**src/rtl/ser_demux_n_pkg.sv**
```systemverilog
// ser_demux_pkg: shared types and constants for the ser_demux_n serial packet
// demultiplexer (state encoding, seven-segment glyph table, synchroniser floor).
package ser_demux_pkg;

  typedef enum logic [2:0] {
    IDLE = 3'd0,
    ADDR = 3'd1,
    LEN  = 3'd2,
    DATA = 3'd3,
    PAR  = 3'd4,
    END  = 3'd5
  } state_t;

  // Fewest synchroniser flops that still give a usable metastability window.
  localparam int SYNC_MIN_STAGES = 2;

  // Active-low hex glyphs, bit order {g,f,e,d,c,b,a}, indexed by nibble value.
  localparam logic [6:0] SSD_GLYPH [0:15] = '{
    7'b1000000, 7'b1111001, 7'b0100100, 7'b0110000,
    7'b0011001, 7'b0010010, 7'b0000010, 7'b1111000,
    7'b0000000, 7'b0010000, 7'b0001000, 7'b0000011,
    7'b1000110, 7'b0100001, 7'b0000110, 7'b0001110
  };

  function automatic logic [6:0] ssd_glyph(input logic [3:0] v);
    return SSD_GLYPH[v];
  endfunction

endpackage

```
**src/rtl/ser_demux_n_if.sv**
```systemverilog
// ser_demux_n_if: board-side signal bundle of ser_demux_n. The slave modport is
// the demultiplexer itself; the master modport is whatever drives the push-button
// and serial line and watches the channel/SSD outputs. The err signal exists
// only when PARITY_EN is defined.
interface ser_demux_n_if #(
  parameter int ADDR_W = 2
);
  localparam int NCH = 2 ** ADDR_W;

  logic           SerIn;
  logic           clkPB;
  logic [NCH-1:0] port_sel;
  logic [NCH-1:0] ser_out;
  logic           SerOutValid;
  logic           done;
  logic [6:0]     ssd_result;
`ifdef PARITY_EN
  logic           err;

  modport master (
    output SerIn, clkPB,
    input  port_sel, ser_out, SerOutValid, done, ssd_result, err
  );

  modport slave (
    input  SerIn, clkPB,
    output port_sel, ser_out, SerOutValid, done, ssd_result, err
  );
`else
  modport master (
    output SerIn, clkPB,
    input  port_sel, ser_out, SerOutValid, done, ssd_result
  );

  modport slave (
    input  SerIn, clkPB,
    output port_sel, ser_out, SerOutValid, done, ssd_result
  );
`endif

endinterface

```
**src/rtl/ser_demux_n_pb_edge_sync.sv**
```systemverilog
// pb_edge_sync: brings the asynchronous push-button strobe and serial data into
// the clock domain and turns each synchronised rising edge of the strobe into a
// one-clock bit_en, with the synchronised data bit registered alongside it.
module pb_edge_sync
  import ser_demux_pkg::*;
#(
  parameter int STAGES = 2
) (
  input  logic clock,
  input  logic reset,
  input  logic pb,
  input  logic din,
  output logic bit_en,
  output logic bit_val
);

  localparam int N = (STAGES < SYNC_MIN_STAGES) ? SYNC_MIN_STAGES : STAGES;

  logic [N-1:0] pb_p0;
  logic [N-1:0] din_p0;
  logic         pb_prev_p1;

  // Synchroniser chains, shifting from bit 0 towards bit N-1.
  always_ff @(posedge clock or posedge reset) begin
    if (reset) begin
      pb_p0  <= '0;
      din_p0 <= '0;
    end else begin
      pb_p0  <= {pb_p0[N-2:0], pb};
      din_p0 <= {din_p0[N-2:0], din};
    end
  end

  // ---- stage p1: rising-edge detect, bit_en and data registered together ----
  always_ff @(posedge clock or posedge reset) begin
    if (reset) begin
      pb_prev_p1 <= 1'b0;
      bit_en     <= 1'b0;
      bit_val    <= 1'b0;
    end else begin
      pb_prev_p1 <= pb_p0[N-1];
      bit_en     <= pb_p0[N-1] & ~pb_prev_p1;
      bit_val    <= din_p0[N-1];
    end
  end

endmodule

```
**src/rtl/ser_demux_n.sv**
```systemverilog
// ser_demux_n: serial packet demultiplexer. Packets are a 0 start bit, ADDR_W
// address bits, CNT_W length bits and that many payload bits, all MSB first,
// one bit per push-button strobe. Payload is steered to ser_out[addr] and the
// remaining count is shown on a seven-segment digit.
// Optional feature macro: PARITY_EN (adds an even-parity bit and sticky err).
module ser_demux_n
  import ser_demux_pkg::*;
#(
  parameter int ADDR_W      = 2,
  parameter int CNT_W       = 4,
  parameter int SYNC_STAGES = 2
) (
  input  logic          clock,
  input  logic          reset,
  ser_demux_n_if.slave  io
);

  localparam int NCH  = 2 ** ADDR_W;
  localparam int BC_W = (ADDR_W > CNT_W) ? ADDR_W : CNT_W;
  localparam logic [BC_W-1:0] ADDR_LAST = BC_W'(ADDR_W - 1);
  localparam logic [BC_W-1:0] LEN_LAST  = BC_W'(CNT_W - 1);

`ifdef PARITY_EN
  localparam state_t TAIL = PAR;
`else
  localparam state_t TAIL = END;
`endif

  // Remaining-count decrement that floors at zero.
  function automatic logic [CNT_W-1:0] dec_floor(input logic [CNT_W-1:0] v);
    return (v == '0) ? '0 : v - CNT_W'(1);
  endfunction

  logic           bit_en;
  logic           bit_val;

  state_t         state;
  state_t         state_nxt;

  logic [BC_W-1:0]   cnt;
  logic [ADDR_W-1:0] addr;
  logic [CNT_W-1:0]  remain;
  logic [NCH-1:0]    port_sel;
  logic [NCH-1:0]    ser_out;
  logic              out_vld;
  logic              done;

  logic [ADDR_W-1:0] addr_nxt;
  logic [CNT_W-1:0]  len_nxt;

  logic start_bit;
  logic addr_shift;
  logic len_shift;
  logic data_bit;
  logic end_st;

`ifdef PARITY_EN
  logic par_acc;
  logic err;
  logic par_bit;
`endif

  pb_edge_sync #(
    .STAGES (SYNC_STAGES)
  ) u_sync (
    .clock   (clock),
    .reset   (reset),
    .pb      (io.clkPB),
    .din     (io.SerIn),
    .bit_en  (bit_en),
    .bit_val (bit_val)
  );

  // Field registers with the incoming bit shifted in at the LSB.
  assign addr_nxt = ADDR_W'({addr, bit_val});
  assign len_nxt  = CNT_W'({remain, bit_val});

  // State register.
  always_ff @(posedge clock or posedge reset) begin
    if (reset) state <= IDLE;
    else       state <= state_nxt;
  end

  // Next-state decode; every transition except END->IDLE waits for a strobe.
  always_comb begin
    state_nxt = state;
    unique case (state)
      IDLE: if (bit_en && !bit_val)          state_nxt = ADDR;
      ADDR: if (bit_en && cnt == ADDR_LAST)  state_nxt = LEN;
      LEN:  if (bit_en && cnt == LEN_LAST)   state_nxt = (len_nxt == '0) ? TAIL : DATA;
      DATA: if (bit_en && remain <= CNT_W'(1)) state_nxt = TAIL;
`ifdef PARITY_EN
      PAR:  if (bit_en)                      state_nxt = END;
`endif
      END:                                   state_nxt = IDLE;
      default:                               state_nxt = IDLE;
    endcase
  end

  // Per-state datapath strobes.
  always_comb begin
    start_bit  = 1'b0;
    addr_shift = 1'b0;
    len_shift  = 1'b0;
    data_bit   = 1'b0;
    end_st     = 1'b0;
`ifdef PARITY_EN
    par_bit    = 1'b0;
`endif
    unique case (state)
      IDLE:    start_bit  = bit_en & ~bit_val;
      ADDR:    addr_shift = bit_en;
      LEN:     len_shift  = bit_en;
      DATA:    data_bit   = bit_en;
`ifdef PARITY_EN
      PAR:     par_bit    = bit_en;
`endif
      END:     end_st     = 1'b1;
      default: ;
    endcase
  end

  // Field counter, address/length capture, payload routing and packet end.
  always_ff @(posedge clock or posedge reset) begin
    if (reset) begin
      cnt      <= '0;
      addr     <= '0;
      remain   <= '0;
      port_sel <= '0;
      ser_out  <= '0;
      out_vld  <= 1'b0;
      done     <= 1'b0;
    end else begin
      out_vld <= data_bit;
      done    <= end_st;
      if (start_bit) begin
        cnt <= '0;
      end
      if (addr_shift) begin
        addr <= addr_nxt;
        if (cnt == ADDR_LAST) begin
          cnt      <= '0;
          port_sel <= NCH'(1) << addr_nxt;
        end else begin
          cnt <= cnt + BC_W'(1);
        end
      end
      if (len_shift) begin
        remain <= len_nxt;
        cnt    <= (cnt == LEN_LAST) ? '0 : cnt + BC_W'(1);
      end
      if (data_bit) begin
        ser_out <= NCH'(bit_val) << addr;
        remain  <= dec_floor(remain);
      end
      if (end_st) begin
        port_sel <= '0;
        ser_out  <= '0;
        remain   <= '0;
      end
    end
  end

`ifdef PARITY_EN
  // Running XOR of address, length and payload bits; err latches a mismatch.
  always_ff @(posedge clock or posedge reset) begin
    if (reset) begin
      par_acc <= 1'b0;
      err     <= 1'b0;
    end else begin
      if (start_bit) begin
        par_acc <= 1'b0;
        err     <= 1'b0;
      end
      if (addr_shift || len_shift || data_bit) begin
        par_acc <= par_acc ^ bit_val;
      end
      if (par_bit && (par_acc ^ bit_val)) begin
        err <= 1'b1;
      end
    end
  end

  assign io.err = err;
`endif

  assign io.port_sel    = port_sel;
  assign io.ser_out     = ser_out;
  assign io.SerOutValid = out_vld;
  assign io.done        = done;
  assign io.ssd_result  = ssd_glyph(4'(remain));

endmodule

```
**src/flat_wrapper.sv**
```systemverilog
// flat-port wrapper written by rule: the top's interface ports become plain ports
module ser_demux_n_flat import ser_demux_pkg::*;
#(
  parameter int ADDR_W      = 2,
  parameter int CNT_W       = 4,
  parameter int SYNC_STAGES = 2
)
  (clock, reset, io_SerIn, io_clkPB, io_port_sel, io_ser_out, io_SerOutValid, io_done, io_ssd_result);
  ser_demux_n_if #(.ADDR_W(ADDR_W)) io_i ();
  input  logic clock;
  input  logic reset;
  input wire logic [$bits(io_i.SerIn)-1:0] io_SerIn;
  input wire logic [$bits(io_i.clkPB)-1:0] io_clkPB;
  output wire logic [$bits(io_i.port_sel)-1:0] io_port_sel;
  output wire logic [$bits(io_i.ser_out)-1:0] io_ser_out;
  output wire logic [$bits(io_i.SerOutValid)-1:0] io_SerOutValid;
  output wire logic [$bits(io_i.done)-1:0] io_done;
  output wire logic [$bits(io_i.ssd_result)-1:0] io_ssd_result;
  assign io_i.SerIn = io_SerIn;
  assign io_i.clkPB = io_clkPB;
  assign io_port_sel = io_i.port_sel;
  assign io_ser_out = io_i.ser_out;
  assign io_SerOutValid = io_i.SerOutValid;
  assign io_done = io_i.done;
  assign io_ssd_result = io_i.ssd_result;
  ser_demux_n #(.ADDR_W(ADDR_W), .CNT_W(CNT_W), .SYNC_STAGES(SYNC_STAGES)) u_core (.clock(clock), .reset(reset), .io(io_i));
endmodule
```
**config.mk**
```make
export PLATFORM = sky130hd
export DESIGN_NAME = ser_demux_n_flat
export DESIGN_NICKNAME = d
export VERILOG_FILES = /design/src/rtl/ser_demux_n_pkg.sv /design/src/rtl/ser_demux_n_if.sv /design/src/rtl/ser_demux_n_pb_edge_sync.sv /design/src/rtl/ser_demux_n.sv /design/src/flat_wrapper.sv
export SDC_FILE = /design/constraint.sdc
export NUM_CORES = 1
export LEC_CHECK = 0
export BUFFER_PORTS_ARGS = -buffer_cell sky130_fd_sc_hd__buf_2
export CAP_MARGIN = 10
export CORE_MARGIN = 1
export CORE_UTILIZATION = 60
export CTS_CLUSTER_DIAMETER = 50
export DETAILED_ROUTE_END_ITERATION = 10
export GPL_ROUTABILITY_DRIVEN = 0
export PLACE_DENSITY = 0.82
export RECOVER_POWER = 25
export SLEW_MARGIN = 0
export SYNTH_ARGS = -nofsm -noshare
export SYNTH_HDL_FRONTEND = slang
export SYNTH_HIERARCHICAL = 1
export SYNTH_SLANG_ARGS = --single-unit
```
**constraint.sdc**
```tcl
create_clock -name clock -period 3.5 [get_ports clock]
set_clock_uncertainty 0.2 [all_clocks]
set_input_delay 0.7 -clock clock [delete_from_list [all_inputs] [get_ports clock]]
set_output_delay 0.7 -clock clock [all_outputs]
set_load 0.005 [all_outputs]
```
### Word level (Yosys, flattened, before mapping)

Memories as Yosys holds them, arrays and structs flattened.
Index checks and enable logic that the tools add are counted.

* bits in read-only memories: 112
* logic and storage cells: 77
* register bits after elaboration: 30
* memories: 1
* output and inout bits: 17
* input port bits: 4

* multiplexer cells: 27
* add/sub/neg operators: 2
* shifts and indexed selects: 2
* eq/ne operators: 10
* order comparisons: 2
* bitwise operators: 5
* reduce and logical (&&, ||, !) cells: 15

Memories
* (name not given): depth 16, width 7, read ports 1, clocked after memory_dff 0, wr ports 0, line ser_demux_n_pkg.sv:26 `return SSD_GLYPH[v];`

Operator list (count)
* $mux 4: 14
* $mux 3: 5
* $mux 7: 2
* $pmux 3 s4: 1
* $logic_not 4->1: 2
* $ne 2x1->1 const B: 4
* $eq 3x2->1 const B: 2
* $reduce_bool 2->1: 3
* $reduce_bool 3->1: 2
* $ge 5x5->1 const B: 1
* $mux 1: 5
* $not 4->5: 1
* $add 4x1->4 const B: 1
* $eq 4x1->1 const B: 1
* $eq 4x2->1 const B: 1
* $le 4x1->1 const B: 1
* $logic_and 1x1->1: 4
* $reduce_and 4->1: 1
* $shl 1x2->4: 1
* $shl 1x2->4 const A: 1
* $sub 4x1->4 const B: 1
* $eq 3x1->1 const B: 1
* $eq 3x3->1 const B: 1
* $logic_not 3->1: 1
* 4 further kinds: 6

### Longest topological paths before layout

Gate-level depths: netlist of the first run.

* word-level depth: 6
* mapped depth: 6
* depth with buffers taken out: 6

### By module

Netlist of the first run, hierarchy kept.

By module, submodules not included
* ser_demux_n: sequential area each 575.6 um^2, area an instance 1514.0 um^2, times used 1, cells each 161
* pb_edge_sync: sequential area each 175.2 um^2, area an instance 192.7 um^2, times used 1, cells each 9

### Worst setup path after synthesis of the first run

OpenSTA, ideal clock, no wires.

* path type: reg2out
* from: reg u_core.remain[0]
* to: out io_ssd_result[6]
* slack: 1.258 ns
* data arrival time: 1.342 ns
* buffers on the path: 0
* required time: 2.600 ns
* cell stages (with the launch flop): 5
* cells stage by stage: dfrtp_1 -> inv_1 -> ha_1 -> ha_1 -> mux2_2

* longest elaborated chain between the ends: 4

RTL lines
* from (decl): line ser_demux_n.sv:42 `logic [CNT_W-1:0] remain;`
* from (signal assigned): line ser_demux_n.sv:149 `remain <= len_nxt;`
* from (signal assigned): line ser_demux_n.sv:154 `remain <= dec_floor(remain);`
* $not 4->5 (not written as such): line ser_demux_n_pkg.sv:26
* $mem_v2 16x7
* $mux 7 (not written as such) (2 in a row): line ser_demux_n_pkg.sv:26
* to (decl): line flat_wrapper.sv:18 `output wire logic [$bits(io_i.ssd_result)-1:0] io_ssd_result;`

No other way between the ends. The select of a mux whose other input is x is not followed.

### Final worst setup path of the first run

* from: reg u_core.remain[0]
* to: out io_ssd_result[0]

Same word-level chain as after synthesis.

==> metrics, run 1 <==
I/O Pins=21; overall power=1340 uW; Cell Chain, Critical Path=inv_1, ha_1, ha_1, nor3_1, a31oi_1, buf_2; Layout Cells excl Fill=220; antenna violations before repair=0; total wire length=3220 um; Routed WL per cell=between 10 and 15 um; length of routed wiring on met1=1440 um; synth-to-layout area growth=7.99%; Most common cell on crit path=ha_1; largest net degree at the start of global routing=24; worst-margin pin slew=~880 ps; Overall Global Routing Usage=24.3%; # rows=18; routed wl met2=1560 um; Initial Util=65.9%; largest cells by area after synthesis=dfrtp_1 44%, ha_1 7.3%, nand2_1 4.6%; Post-Synthesis Cells=170; top cell type's share of synthesized area=44.0%; Tcrit/Tclk final=81.7%; worst path required time=2600 ps; Post-synth EDFFs=0; Root Buffer=clkbuf_4; critical path arrival=1960 ps; WS Path Type=flip-flop to output port; share of cells above drive strength 1=20.0%; syn_nets=184; run status=finished, final reports clean; crit path buf inv count=2; DP Cell Count=approximately 210; setup violators final=0; Clock Sinks=30; sequential area share after synthesis=44.0%; final number of max-transition violations=0; Detailed Route Iter0 Violations=72; height of the die=55.3 um; vias per inst=5.95; H-tree depth=2; ys flop type=dfrtp_1; HPWL after DPL=2340 um; pwr dens=730 nW/um^2; Static Leak=between 0.0008 and 0.0009 uW; CP max-delay cell=dfrtp_1; CTS tree=built; Setup crit end kind=output port; leading area contributor after synthesis=dfrtp_1; Clock Path Buffers=2; highest routed layer=met4; NumNets Final=203; total grt overflow=0; CP Max Fanout=11; Fillers=around 190; clock slew at reported path FFs=90 ps; Synth top cells by count=30 x dfrtp_1, 21 x nand2_1, 11 x o21ai_1; RSZ-0062 raised after global routing=false; Final Critical Period=2860 ps; final core occ=about 70%; antenna-violating nets left=0; max-cap viol count=0; synthesized flop and latch total=30; vias in the first global route=1,257; min-delay worst type=input pin to asynchronous set/reset pin; cell area after synthesis=around 1700 sq um; # diodes=0; DIE AREA=about 3000 sq um; async set-reset flop share out of synthesis=100%; IO buf count=20; die width=55.3 um; DRC=0; TritonCTS Buffers=5; Max VDD drop=0.543 mV; Hold Fails Final Rpt=0; CTS Hold Bufs=0; Achievable Freq=between 300 and 400 MHz; drt first pass iters=4; first-pass GRT wire length=5750 um; crit-path leading delay family=flip-flops; Post-CTS Setup Inserts=0; Met3 Routed Length=138 um; FF-to-FF Start=u_core/state[0]; CP max stage delay=approximately 560 ps; clk_lat worst skew=approximately 320 ps; Synth Area per Inst=roughly 10 sq um; Yosys Warn Count=6; number of library cell types mapped by synthesis=51; Worst setup startpoint=u_core/remain[0]; total negative setup slack=0 ps; CORE AREA=2590 sq um; most common cell in the synthesized netlist=dfrtp_1; Slew headroom=between 40% and 50%; type of origin of the critical path=flip-flop; CTS resizes=0; vias after detailed routing=1,310
==> kinds of logic after synthesis <==
group           count (synthesis)  share of synthesized area [%]
mux                             3                           1.91
fa+ha+maj                      10                           7.33
flops                          30                           44.0
compound gates                 45                           18.0
simple gates                   62                           22.7
buf+inv                        20                           6.01
==> registers in the layout (all words and copies together) (netlist names), 2 cells and up <==
name,cells
u_core/u_sync/pb_p0,2
u_core/remain,4
u_core/io.ser_out,4
u_core/addr,2
u_core/u_sync/din_p0,2
u_core/state,3
u_core/cnt,4
u_core/io.port_sel,4
==> placed cells by master, fill, tap and decap left out, types with 2 or more instances in the layout <==
master / instances
nor3_1: 3
dfrtp_1: 30
buf_2: 20
nand3_1: 4
nand2b_1: 3
clkbuf_8: 3
nor2_1: 10
a22o_1: 2
o21ai_1: 11
o21ai_0: 2
inv_2: 2
o22ai_1: 3
ha_1: 10
nand4_1: 3
clkbuf_4: 5
a31oi_1: 4
inv_1: 10
nand2_1: 21
o31ai_1: 2
nor3b_1: 2
a21oi_1: 10
nand3b_1: 2
nor2b_1: 3
==> report_power, final <==
| group | switching [uW] | total, uW | internal [uW] |
|---|---|---|---|
| clock network | 114 | 251 | 137 |
| logic | 248 | 498 | 249 |
| registers | 162 | 596 | 434 |
| total | 524 | 1340 | 821 |
==> stage by stage <==
step                      hold slack (ps)  instance area [sq um]  setup slack, ps
final                                86.8                   1840              641
after global routing                 90.8                   1840              458
after CTS                            73.2                   1870              629
after detailed placement              139                   1790             1000
after global placement                137                   1790             1090
after floorplan                       131                   1710             1260
==> routing by layer <==
layer | up-vias | global-route usage (%)
li1 | 654 | -
met1 | 605 | 30.9
met2 | 43 | 37.5
met3 | 8 | 5.39
met4 | 0 | 15.4
met5 | - | 0
==> worst paths after layout <==
kind | to | slack (ps) | cells past startpoint
worst max-delay path | io_ssd_result[0] | 640 | 6
worst min-delay path | u_core/u_sync/pb_p0[0] | 90 | 2
worst max register to register | u_core/remain[1] | 1480 | 4
worst min register to register | u_core/u_sync/din_p0[1] | 160 | 0
max in group asynchronous | u_core/cnt[1] | 2200 | 2
min in group clock | u_core/u_sync/din_p0[1] | 160 | 0
==> cell type report <==
cell class	instances	area (sq um)	area share [%]
Multi-Input combinational cell	120	831	45.1
Sequential cell	30	751	40.7
Timing Repair Buffer	20	100	5.43
Clock buffer	8	78.8	4.28
Inverter	12	45.0	2.44
Tap cell	30	37.5	2.04
(Power assumes the default switching activity.)
==> inputs of run 2 (changes only) <==
--- a/config.mk
+++ b/config.mk
@@ -8,11 +8,11 @@
 export BUFFER_PORTS_ARGS = -buffer_cell sky130_fd_sc_hd__buf_2
 export CAP_MARGIN = 10
 export CORE_MARGIN = 1
-export CORE_UTILIZATION = 60
+export CORE_UTILIZATION = 57
 export CTS_CLUSTER_DIAMETER = 50
 export DETAILED_ROUTE_END_ITERATION = 10
 export GPL_ROUTABILITY_DRIVEN = 0
-export PLACE_DENSITY = 0.82
+export PLACE_DENSITY = 0.78
 export RECOVER_POWER = 25
 export SLEW_MARGIN = 0
 export SYNTH_ARGS = -nofsm -noshare
==> constraint.sdc (replaced) <==
create_clock -name clock -period 2.9 [get_ports clock]
set_clock_uncertainty 0.2 [all_clocks]
set_input_delay 0.58 -clock clock [delete_from_list [all_inputs] [get_ports clock]]
set_output_delay 0.58 -clock clock [all_outputs]
set_load 0.005 [all_outputs]
==> metrics, run 2 (synthesis results as in run 1) <==
clock slew at reported path FFs=90 ps; most frequent cells in the layout=30 x dfrtp_1, 21 x nand2_1, 20 x buf_2; final number of max-transition violations=0; total grt overflow=0; die width=between 50 and 60 um; vias after detailed routing=between 1,000 and 1,500; pwr dens=857 nW/um^2; overall power=1560 uW; H-tree depth=2; Slew headroom=around two fifths; Setup crit end kind=output port; vias in the first global route=between 1,000 and 1,500; Root Buffer=clkbuf_4; setup violators final=0; # diodes=0; Post-CTS Setup Inserts=0; antenna-violating nets left=0; commonest non-fill, non-tap cell in the layout=dfrtp_1; total wire length=around 3300 um; Clock Path Buffers=2; RSZ-0062 raised after global routing=false; drt first pass iters=7; DRC=4; Achievable Freq=370 MHz; Fillers=235; I/O Pins=21; Clock Sinks=30; Max VDD drop=0.511 mV; clk_lat worst skew=310 ps; CORE AREA=approximately 2800 sq um; IO buf count=20; TritonCTS Buffers=5; share of cells above drive strength 1=19.0%; Final Critical Period=around 2700 ps; antenna violations before repair=0; CTS Hold Bufs=1; largest net degree at the start of global routing=24; run status=complete, but fails checks; Overall Global Routing Usage=a little under a quarter; HPWL after DPL=2310 um; Tcrit/Tclk final=93.3%; Initial Util=60.8%; Hold Fails Final Rpt=0; WS Path Type=flip-flop to output port; total negative setup slack=0 ps; Routed WL per cell=about 15 um; max-cap viol count=0; CP Max Fanout=11; type of origin of the critical path=flip-flop; Static Leak=0.000852 uW; # rows=19; worst-margin pin slew=879 ps; CTS tree=built; critical path arrival=~1900 ps; CTS resizes=0; height of the die=56.7 um; vias per inst=roughly 6; DIE AREA=about 3200 sq um; first-pass GRT wire length=5580 um; Detailed Route Iter0 Violations=73; synth-to-layout area growth=7.04%; NumNets Final=204; failing checks=design-rule violations; min-delay worst type=flip-flop to flip-flop; worst path required time=approximately 2100 ps
==> run 2: power breakdown <==
group,internal [uW],total (uW),switching [uW]
Clock,109,235,126
Combinational,303,608,305
Sequential,524,722,198
Total,936,1560,628
==> run 2: through the flow <==
stage | worst slack, ps | instances | hold slack (ps) | cell area, sq um | utilization (%)
after floorplan | 778 | 170 | 131 | 1710 | -
after global placement | 611 | 213 | 137 | 1790 | 63.7
after detailed placement | 538 | 213 | 138 | 1790 | 63.7
after CTS | 196 | 220 | 155 | 1850 | 65.9
after global routing | 61.9 | 220 | 151 | 1830 | 65.1
final | 196 | 220 | 158 | 1830 | 65.1
==> run 2: critical path, stage by stage (launching register included) <==
cell and delay, ps:
dfrtp_1 550, inv_1 160, ha_1 300, ha_1 220, mux2_2 260, buf_2 120
==> run 2: path summary, 6_finish.rpt <==
kind | startpoint | end | slack [ps] | depth (start not counted)
max | u_core/remain[0] | io_ssd_result[6] | 200 | 5
min | u_core/u_sync/din_p0[0] | u_core/u_sync/din_p0[1] | 160 | 0
max reg2reg | u_core/state[0] | u_core/remain[0] | 890 | 4
min reg2reg | u_core/u_sync/din_p0[0] | u_core/u_sync/din_p0[1] | 160 | 0
max in group asynchronous | reset | u_core/io.port_sel[3] | 1150 | 3
min in group asynchronous | reset | u_core/u_sync/pb_p0[0] | 530 | 3
==> run 2: final cells by class <==
type | instances | area (sq um) | area share (%)
multi-input combinational | 120 | 831 | 45.5
sequential | 30 | 751 | 41.1
timing repair buffer | 21 | 110 | 6.03
clock buffer | 6 | 51.3 | 2.81
inverter | 12 | 45.0 | 2.47
tap | 31 | 38.8 | 2.12
==> run 2: layer usage <==
layer  track usage [%]  vias up  part of all wire, %
li1                  -      651                    -
met1              29.7      627                   44
met2              37.8       45                   49
met3              4.84       12                  5.0
met4              8.57        0                  2.5
met5                 0        -                    0
